`config.mk`:
```
export PLATFORM = sky130hd
export DESIGN_NAME = hex_display_ctrl
export DESIGN_NICKNAME = d
export VERILOG_FILES = /design/src/rtl/hex_display_ctrl.sv
export SDC_FILE = /design/constraint.sdc
export NUM_CORES = 1
export LEC_CHECK = 0
export ABC_CLOCK_PERIOD_IN_PS = 2850
export CORE_MARGIN = 5
export CORE_UTILIZATION = 52
export CTS_CLUSTER_DIAMETER = 50
export DETAILED_ROUTE_END_ITERATION = 16
export PLACE_DENSITY = 0.8
export SKIP_CTS_REPAIR_TIMING = 1
export SYNTH_ARGS = -nofsm -noshare
export SYNTH_HDL_FRONTEND = slang
export SYNTH_SLANG_ARGS = --single-unit
```
`constraint.sdc`:
```
create_clock -name clk -period 2.85 [get_ports clk]
set_clock_uncertainty 0.1 [all_clocks]
set_input_delay 0.4275 -clock clk [delete_from_list [all_inputs] [get_ports clk]]
set_output_delay 0.4275 -clock clk [all_outputs]
set_load 0.005 [all_outputs]
```
`src/rtl/hex_display_ctrl.sv`:
```
// Registered N-digit active-low hex seven-segment driver with shadow latch,
// per-digit enable, leading-zero suppression and divider-driven blinking.
module hex_display_ctrl #(
  parameter int NUM_DIGITS = 8,
  parameter int BLINK_DIV  = 25000000,
  parameter int CNT_W      = 25
) (
  input  logic                    clk,
  input  logic                    rst,
  input  logic [4*NUM_DIGITS-1:0] data_in,
  input  logic                    load,
  input  logic [NUM_DIGITS-1:0]   digit_en,
  input  logic                    lz_blank,
  input  logic [NUM_DIGITS-1:0]   blink_mask,
  output logic [7*NUM_DIGITS-1:0] seg,
  output logic                    blink_phase
);

  localparam int DW = 4 * NUM_DIGITS;
  localparam int SW = 7 * NUM_DIGITS;
  localparam logic [CNT_W-1:0] CNT_LAST = CNT_W'(BLINK_DIV - 1);

  if (NUM_DIGITS < 1 || NUM_DIGITS > 8) begin : g_bad_digits
    $error("hex_display_ctrl: NUM_DIGITS must be in 1..8");
  end
  if (BLINK_DIV < 1) begin : g_bad_div
    $error("hex_display_ctrl: BLINK_DIV must be >= 1");
  end
  if ((64'd1 << CNT_W) < 64'(BLINK_DIV)) begin : g_bad_cnt_w
    $error("hex_display_ctrl: CNT_W too narrow for BLINK_DIV");
  end

  // load is a fire-and-forget strobe: there is no ready, every sampled-high
  // cycle captures data_in into the shadow register.
  logic [DW-1:0]    shadow;
  logic [CNT_W-1:0] blink_cnt;
  logic             phase_q;
  logic [SW-1:0]    seg_q;
  logic [SW-1:0]    seg_next;

  function automatic logic [6:0] hex_to_seg(input logic [3:0] nib);
    logic [6:0] s;
    case (nib)
      4'h0: s = 7'h40;
      4'h1: s = 7'h79;
      4'h2: s = 7'h24;
      4'h3: s = 7'h30;
      4'h4: s = 7'h19;
      4'h5: s = 7'h12;
      4'h6: s = 7'h02;
      4'h7: s = 7'h78;
      4'h8: s = 7'h00;
      4'h9: s = 7'h10;
      4'hA: s = 7'h08;
      4'hB: s = 7'h03;
      4'hC: s = 7'h46;
      4'hD: s = 7'h21;
      4'hE: s = 7'h06;
      default: s = 7'h0E;
    endcase
    return s;
  endfunction

  // Digit 0 is the most significant nibble; lead_zero accumulates whether
  // every nibble from digit 0 down to the current one is zero.
  always_comb begin
    logic [3:0] nib;
    logic       lead_zero;
    logic       blank;
    seg_next  = '1;
    nib       = '0;
    lead_zero = 1'b1;
    blank     = 1'b0;
    for (int i = 0; i < NUM_DIGITS; i++) begin
      nib       = shadow[DW-1-4*i -: 4];
      lead_zero = lead_zero & (nib == 4'h0);
      blank     = !digit_en[i]
                  || (lz_blank && lead_zero && (i != NUM_DIGITS - 1))
                  || (blink_mask[i] && !phase_q);
      seg_next[7*i +: 7] = blank ? 7'h7F : hex_to_seg(nib);
    end
  end

  always_ff @(posedge clk) begin
    if (rst) begin
      shadow    <= '0;
      blink_cnt <= '0;
      phase_q   <= 1'b1;
      seg_q     <= '1;
    end else begin
      if (load) shadow <= data_in;
      if (blink_cnt == CNT_LAST) begin
        blink_cnt <= '0;
        phase_q   <= ~phase_q;
      end else begin
        blink_cnt <= blink_cnt + 1'b1;
      end
      seg_q <= seg_next;
    end
  end

  assign seg         = seg_q;
  assign blink_phase = phase_q;

endmodule

```
After elaboration in Yosys (flattened, before gate mapping)
Memories as Yosys holds them, arrays and structs flattened. A register that Yosys moved wholly into a read port is not among the register bits.
Index checks and enable logic that the tools add are counted.
- equality and inequality tests: 1
- bitwise logic cells: 7
- $add $sub $neg: 1
- reduce and logical (&&, ||, !) cells: 55
- operators with widths (kind ; number):
    $logic_not 4->1 ; 7
    $add 25x1->25 const B ; 1
    $eq 25x25->1 const B ; 1
    $reduce_or 2->1 ; 9
    $logic_and 1x1->1 ; 15
    $logic_or 1x1->1 ; 15
    $logic_not 1->1 ; 9
    $and 1x1->1 ; 6
    $not 1->1 ; 1
- flip-flop bits (word level): 58
- output and inout port bits: 57
- word-level logic and storage cells: 75
- ROM bits: 896
- memories kept: 8
- memory list (name ; words ; bits a word ; read ports ; clocked after Yosys merged registers in ; wr ports ; line ; text):
    (name not given) ; 16 ; 7 ; 1 ; 1 ; 0 ; 43 ; case (nib)
    (name not given) ; 16 ; 7 ; 1 ; 1 ; 0 ; 43 ;
    (name not given) ; 16 ; 7 ; 1 ; 1 ; 0 ; 43 ;
    (name not given) ; 16 ; 7 ; 1 ; 1 ; 0 ; 43 ;
    (name not given) ; 16 ; 7 ; 1 ; 1 ; 0 ; 43 ;
    (name not given) ; 16 ; 7 ; 1 ; 1 ; 0 ; 43 ;
    2 more memories ; n/a ; n/a ; n/a ; n/a ; n/a ; n/a ;

Longest topological paths before layout
Gate-level depths: netlist of run 1.
- depth after elaboration: 11
- mapped depth: 7
- depth with buffers taken out: 6

Worst setup path after synthesis of run 1
OpenSTA, ideal clock, no wires.
- path kind: reg2reg
- start point: register shadow[28]
- end point: register seg_q[7], in the netlist seg[7]
- slack: 0.729 ns
- period minus slack after synthesis: 2.121 ns
- data arrival time: 1.842 ns
- data required time: 2.571 ns
- stages on the path, launching flop included: 7
- library setup time: 0.179 ns
- buffers on the path: 0
- path through: dfxtp_1 > inv_1 > ha_1 > nor4bb_1 > and2_1 > nor4b_1 > o311ai_0
- longest elaborated chain between the ends: 6
- RTL lines (item ; line ; text):
    start: declaration ; 35 ; logic [DW-1:0] shadow;
    start signal: assignment ; 91 ; if (load) shadow <= data_in;
    $logic_not 4->1 ; 76 ; lead_zero = lead_zero & (nib == 4'h0);
    $and 1x1->1 ; 76 ;
    $logic_and 1x1->1 ; 78 ; || (lz_blank && lead_zero && (i != NUM_DIGITS - 1))
    $logic_or 1x1->1 ; 78 ;
    $logic_or 1x1->1 ; 79 ; || (blink_mask[i] && !phase_q);
    $reduce_or 2->1 (no line) ; n/a ;
    end: declaration ; 38 ; logic [SW-1:0] seg_q;
No other way between the ends.
A chain may end at the register's enable or synchronous reset.

Worst setup path after layout of run 1
- start point: register shadow[28]
- end point: register seg_q[40], in the netlist seg[40]
- longest elaborated chain between the ends: 10
- RTL lines (item ; line):
    $logic_not 4->1 ; 76
    $and 1x1->1 (5 in a row) ; 76
    $logic_and 1x1->1 ; 78
    $logic_or 1x1->1 ; 78
    $logic_or 1x1->1 ; 79
    $reduce_or 2->1 (no line) ; n/a
No other way between the ends.

==> results of run 1 <==
-- layer usage --
metal  global-route usage, %  vias to the layer above
met2                    38.3                      126
met3                    5.23                        8
li1                        -                     2452
met5                       0                        -
met1                    24.8                     2321
met4                    8.23                        0
-- sequential cells by signal, summed over array words and instances (netlist names) --
name and cells:
seg 56, shadow 32, blink_phase 1, blink_cnt 25
-- per-stage QoR --
step	setup WS [ns]	util (%)	cells	hold WS [ns]	power (mW)
3_5_place_dp	0.447	63.6	851	0.365	2.30
4_1_cts	0.244	69.7	882	0.270	4.63
6_report	0.280	69.7	882	0.296	4.60
5_1_grt	0.0696	69.7	882	0.299	4.79
3_3_place_gp	0.505	63.6	851	0.355	2.28
2_1_floorplan	0.729	-	624	0.342	2.04
-- kinds of logic after synthesis --
family | synth area share, %
AO/OA/AOI/OAI | 15.8
XOR/XNOR | 1.71
adder cells (fa/ha/maj) | 9.52
buffers and inverters | 4.50
flip-flops | 40.4
multiplexers | 7.60
AND/OR/NAND/NOR | 20.5
-- worst max path at each step --
stage,startpoint,end,cells past startpoint
after CTS,shadow[28]$_SDFFE_PP0P_,seg[40]$_SDFF_PP1_,6
final,shadow[28]$_SDFFE_PP0P_,seg[40]$_SDFF_PP1_,6
after detailed placement,lz_blank,seg[40]$_SDFF_PP1_,5
after global routing,shadow[28]$_SDFFE_PP0P_,seg[40]$_SDFF_PP1_,6
after floorplan,shadow[28]$_SDFFE_PP0P_,seg[7]$_SDFF_PP1_,6
after global placement,lz_blank,seg[40]$_SDFF_PP1_,5
-- worst register-to-register path: stages (launching register included) --
cell      delay (ns)
dfxtp_1         0.36
inv_1           0.13
ha_1            0.26
nor4bb_1        0.47
and4_1          0.52
a21boi_0        0.21
o311ai_0        0.39
-- final cells by class --
cell class,count,share of cell area [%]
multi-input combinational,447,41.6
sequential,114,30.5
timing repair buffer,116,15.2
clock buffer,20,5.95
clock inverter,11,2.77
tap,140,2.34
inverter,34,1.70
-- synthesized netlist by cell type (all sizes together) --
library cell	count
clkbuf	25
mux2i	35
nand4b	1
nor2	73
mux4	1
nand3	19
a221oi	2
mux2	5
or3	7
or4	9
xnor2	8
nor4bb	2
buf	4
and4	4
nor2b	12
a211oi	2
dfxtp	114
o21ai	22
nor4b	5
o21a	2
o21bai	1
nand3b	4
a2111oi	1
nor3	6
and2	2
inv	34
nand2b	16
nor3b	6
or3b	2
a21oi	18
a21boi	2
o31ai	6
o211ai	23
xor2	3
ha	43
and3	1
nand2	50
a31oi	2
o311ai	30
a21o	10
a32oi	5
nand4	7
-- power breakdown --
part	leakage [nW]	switching, mW	internal, mW
sequential	0.939	0.0888	1.68
clock	0.321	0.700	1.63
combinational	1.58	0.219	0.284
total	2.84	1.01	3.59
==> results.json, run 1 <==
{
  "seq_area_frac_synth_pct": 40.4,
  "drv_cap": 0,
  "die_h_um": 114,
  "clock_path_buffers": 2,
  "chipWidth_um": 114,
  "vias": 4907,
  "min_delay_path_depth": 3,
  "setup_viol": 0,
  "coreArea_um2": 10700,
  "cts.sink_count": 114,
  "grt.total_usage_pct": 21.5,
  "hold_viol_final": 0,
  "multi_input_area_um2": 3110,
  "first_pass_iters": 4,
  "powerDensity_nw_per_um2": 614,
  "place_area_um2": 6840,
  "root_buffer": "clkbuf_8",
  "nFillCells": 852,
  "ios": 109,
  "drive_above_1_share_pct": 7.41,
  "path_cells": "inv_1, ha_1, nor4bb_1, and4_1, a21boi_0, o311ai_0",
  "setup_tns_ns": 0,
  "routedWlPerCell_um": 15.6,
  "status": "finished, final reports clean",
  "synthCells": 624,
  "cpLargestDelayFamily": "simple AND/OR/NAND/NOR gates",
  "synth_area_leaders": "dfxtp_1 (40%), ha_1 (9.5%), mux2i_1 (6.2%)",
  "grt_pass1_vias": 4779,
  "grt_max_degree": 24,
  "drc_errors": 0,
  "fin_area_um2": 7490,
  "critPathArrivalTime_ns": 2.85,
  "drt_iter0_drc": 239,
  "synth.cell_area_um2": 5650,
  "ys_types": 49,
  "cts_tree": "yes",
  "rrSetupSlack_ns": 0.28,
  "cp-start-kind": "register",
  "slew_headroom_pct": 53.6,
  "overflow": 0,
  "end_kind": "register",
  "yosysTopAreaCellShare_pct": 40.4,
  "worstPathMaxFanout": 9,
  "drt_wl_total_um": 13700,
  "insertion_delay_ns": 0.51,
  "num_rows": 38,
  "ys_seq_elements": 114,
  "hold-path-endpoint": "shadow[4]$_SDFFE_PP0P_",
  "hp-start": "load",
  "grt_pass1_wl_um": 22500,
  "syn_to_final_growth_pct": 32.5,
  "peakVddDrop_mv": 0.374,
  "hpwl_um": 9960,
  "seq_area_um2": 2280,
  "gp_congestion": 0.859,
  "yosysWarnings": 0,
  "min_period_over_period_pct": 90.2,
  "r2r-end": "seg[40]$_SDFF_PP1_",
  "max_slew.worst_pin.slew_ns": 0.694,
  "nets": 825,
  "drtAntennaViolNets": 0,
  "wl_met2_um": 7090,
  "start_util_pct": 52.6,
  "wl_met1_um": 5740,
  "wl_met3_um": 796,
  "drv_slew": 0,
  "layout_common_cells": "dfxtp_1 (114), clkdlybuf4s50_1 (107), nor2_1 (73)",
  "fmax_mhz": 389,
  "r2r_cells": 6,
  "cp_num_buf_inv": 1,
  "hold_path.class": "in2reg",
  "synth_area_per_cell_um2": 9.06,
  "diodes": 0,
  "highest-signal-layer": "met4",
  "synth_top_area_cell": "dfxtp_1",
  "die_area_um2": 13100,
  "path_clk_slew_ns": 0.05,
  "rsz0062_at_grt": "false",
  "numCtsBuffers": 17,
  "mostFrequentLayoutCell": "dfxtp_1",
  "slowest_stage": "and4_1",
  "slowest_delay_ns": 0.52,
  "reg2reg_from": "shadow[28]$_SDFFE_PP0P_",
  "p_leak_nw": 2.84,
  "port_buffers": 108,
  "antenna_found_initial": 0,
  "synth_nets": 719,
  "htreeDepth": 4,
  "worstPathRequired_ns": 3.13,
  "via_per_inst": 5.56,
  "period_minus_slack_ns": 2.57,
  "critical_path_class": "reg2reg"
}
Power figures use the tool's default switching activity.
==> run 2, diff against run 1 <==
Settings changed: SLEW_MARGIN set to 20.
==> results of run 2 <==
No change in the layout: final DEF, timing and power equal those of run 1.
==> run 3, diff against run 2 <==
Settings changed: ABC_AREA set to 1, CELL_PAD_IN_SITES_DETAIL_PLACEMENT set to 0, CELL_PAD_IN_SITES_GLOBAL_PLACEMENT set to 1, CORE_UTILIZATION 52 to 38, PLACE_DENSITY 0.8 to unset, PLACE_DENSITY_LB_ADDON set to 0.1.
==> run 3 against run 2 <==
Compared with the run above:
- first-iteration DRC count up 13%
- wire length up 3.9%
- worst hold slack gained 0.053 ns
- design area fell by 1.2%
- die area increased by 34%
- synthesized area is 0.11% higher
- clock power shrank 18%
- final cell count grew 19%
- flip-flop and latch count is the same
- synthesized cell count is 19% higher
- count of clock-buffer cells in the layout rose by 5
- largest power group unchanged
==> results.json, run 3 <==
{
  "setup_viol": 0,
  "min_delay_path_depth": 1,
  "r2r_cells": 6,
  "drt_wl_total_um": 14300,
  "synthSimpleGateAreaFrac_pct": 22.8,
  "routedWlPerCell_um": 13.6,
  "synth_nets": 839,
  "start_util_pct": 38.8,
  "ios": 109,
  "status": "finished, final reports clean",
  "diodes": 0,
  "seq_area_frac_synth_pct": 40.3,
  "critPathArrivalTime_ns": 1.36,
  "fmax_mhz": 530,
  "yosysTopAreaCellShare_pct": 40.3,
  "hold-path-endpoint": "blink_cnt[0]$_SDFF_PP0_",
  "antenna_found_initial": 1,
  "reg2reg_from": "shadow[25]$_SDFFE_PP0P_",
  "mostFrequentLayoutCell": "nand2_1",
  "peakVddDrop_mv": 0.410,
  "slew_headroom_pct": 62.5,
  "drv_cap": 0,
  "synth_area_per_cell_um2": 7.60,
  "ys_types": 44,
  "synth_area_leaders": "dfxtp_1 (40%), ha_1 (9.5%), nand2_1 (9.3%)",
  "synth_top_family_by_area": "simple AND/OR/NAND/NOR gates",
  "drv_slew": 0,
  "die_h_um": 132,
  "setup_tns_ns": 0,
  "ys.flop_type": "dfxtp_1",
  "largest_reg_flops": 56,
  "cts.sink_count": 114,
  "end_kind": "output port",
  "num_rows": 44,
  "synthMuxAreaShare_pct": 0,
  "synth.cell_area_um2": 5660,
  "rrSetupSlack_ns": 0.99,
  "hold_viol_final": 0,
  "drtAntennaViolNets": 0,
  "chipWidth_um": 132,
  "p_leak_nw": 2.88,
  "grt_pass1_vias": 4965,
  "cp_num_buf_inv": 1,
  "insertion_delay_ns": 0.41,
  "synth.top_cells.by_count": "nand2_1 (140), dfxtp_1 (114), a21oi_1 (77)",
  "yosysWarnings": 0,
  "root_buffer": "clkbuf_16",
  "die_area_um2": 17400,
  "synth_most_common_cell": "nand2_1",
  "slowest_stage": "clkdlybuf4s50_1",
  "yosys.area_share.adder_pct": 9.51,
  "critical_path_class": "reg2out",
  "worstPathRequired_ns": 2.32,
  "synth_compound_area_share_pct": 18.5,
  "synthArstFlopShare_pct": 0,
  "cp-start-kind": "register",
  "overflow": 0,
  "max_slew.worst_pin.slew_ns": 0.562,
  "vias": 5234,
  "clock_path_buffers": 2,
  "synth_xor_area_share_pct": 1.55,
  "layout_common_cells": "nand2_1 (140), dfxtp_1 (114), clkdlybuf4s50_1 (108)",
  "grt_pass1_wl_um": 23700,
  "drive_above_1_share_pct": 6.03,
  "gp_congestion": 0.859,
  "port_buffers": 108,
  "path_clk_slew_ns": 0.05,
  "hold_path.class": "reg2reg",
  "coreArea_um2": 14600,
  "ys_seq_elements": 114,
  "finalPower_mw": 4.21,
  "cts_tree": "yes",
  "powerDensity_nw_per_um2": 570,
  "min_period_over_period_pct": 66.1,
  "period_minus_slack_ns": 1.89,
  "worstPathMaxFanout": 4,
  "synthCells": 744,
  "hp-start": "blink_cnt[0]$_SDFF_PP0_",
  "synth_edf_count": 0,
  "drc_errors": 0,
  "path_cells": "clkdlybuf4s50_1",
  "hpwl_um": 10800,
  "nets": 946,
  "grt.total_usage_pct": 16.4,
  "rsz0062_at_grt": "false",
  "r2r-end": "seg[8]$_SDFF_PP1_",
  "via_per_inst": 5.00,
  "syn_to_final_growth_pct": 30.8,
  "slowest_delay_ns": 0.54,
  "grt_max_degree": 65,
  "htreeDepth": 4,
  "first_pass_iters": 5,
  "cpLargestDelayFamily": "buffers and inverters",
  "numCtsBuffers": 17,
  "drt_iter0_drc": 269,
  "synth_top_area_cell": "dfxtp_1"
}
==> run 3: changes by cell type in the layout (fill, tap and decap cells not counted), moves of 10 or more <==
cell	previous run	this run
mux2i_1	35	0
nand3_1	18	44
inv_1	34	73
nand2b_1	16	1
nor2b_1	12	0
a21oi_1	18	77
o21ai_0	22	59
a21o_1	10	0
o311ai_0	30	6
o211ai_1	23	13
nand2_1	50	140
==> run 3: power breakdown <==
group          switching (mW)  leakage, nW  internal (mW)
Clock                   0.692        0.265           1.21
Combinational           0.278         1.67          0.276
Sequential             0.0726        0.941           1.69
Total                    1.04         2.88           3.17
==> run 3: cell families (layout without fill, tap and decap cells) <==
logic type / after synthesis / after routing
buffers and inverters: 100 / 218
adders and majority gates: 43 / 43
and+or+nand+nor: 292 / 292
xor gates and xnor gates: 10 / 10
DFF: 114 / 114
AOI/OAI and AO/OA: 185 / 185
==> run 3: worst max-delay path by stage <==
| stage | endpoint | depth (start not counted) | slack (ns) | startpoint |
|---|---|---|---|---|
| finish | blink_phase | 1 | 0.96 | blink_phase$_SDFFE_PP1P_ |
| global route | seg[8]$_SDFF_PP1_ | 6 | 0.82 | shadow[24]$_SDFFE_PP0P_ |
| CTS | blink_phase | 1 | 0.95 | blink_phase$_SDFFE_PP1P_ |
| detailed placement | seg[8]$_SDFF_PP1_ | 5 | 0.60 | rst |
| global placement | seg[8]$_SDFF_PP1_ | 5 | 0.64 | rst |
| floorplan | seg[8]$_SDFF_PP1_ | 6 | 1.29 | shadow[24]$_SDFFE_PP0P_ |
==> run 3: worst reg2reg max path, stage by stage, from the launching register on <==
cell and delay [ns]:
dfxtp_1 0.45, inv_1 0.12, ha_1 0.24, nand3_1 0.11, nor2_2 0.07, a21oi_1 0.39
o311ai_0 0.21
==> run 3: routing by layer <==
layer  vias to the layer above  routed length, um  track usage (%)
met4                         2                214             6.69
met1                      2358               6620             20.6
met3                        22                932             5.69
met2                       154               6480             25.7
met5                         -                 18                0
li1                       2698                  -                -
==> run 3: stage by stage <==
| step | worst slack [ns] | utilization (%) | std cells | hold slack [ns] | instance area [um2] |
|---|---|---|---|---|---|
| after global routing | 0.823 | 50.7 | 1046 | 0.366 | 7400 |
| after CTS | 0.954 | 50.7 | 1046 | 0.350 | 7400 |
| after global placement | 0.636 | 47.0 | 1016 | 0.333 | 6860 |
| after floorplan | 1.29 | - | 744 | 0.317 | 5660 |
| after detailed placement | 0.604 | 47.0 | 1016 | 0.337 | 6860 |
| final | 0.965 | 50.7 | 1046 | 0.349 | 7400 |
==> run 3: area by class of cell <==
class	count	area, um2
Tap cell	184	230
Clock inverter	5	27.5
Timing Repair Buffer	110	1100
Inverter	78	295
Sequential cell	114	2280
Clock buffer	25	505
Fill cell	1397	7190
Multi-Input combinational cell	530	2960
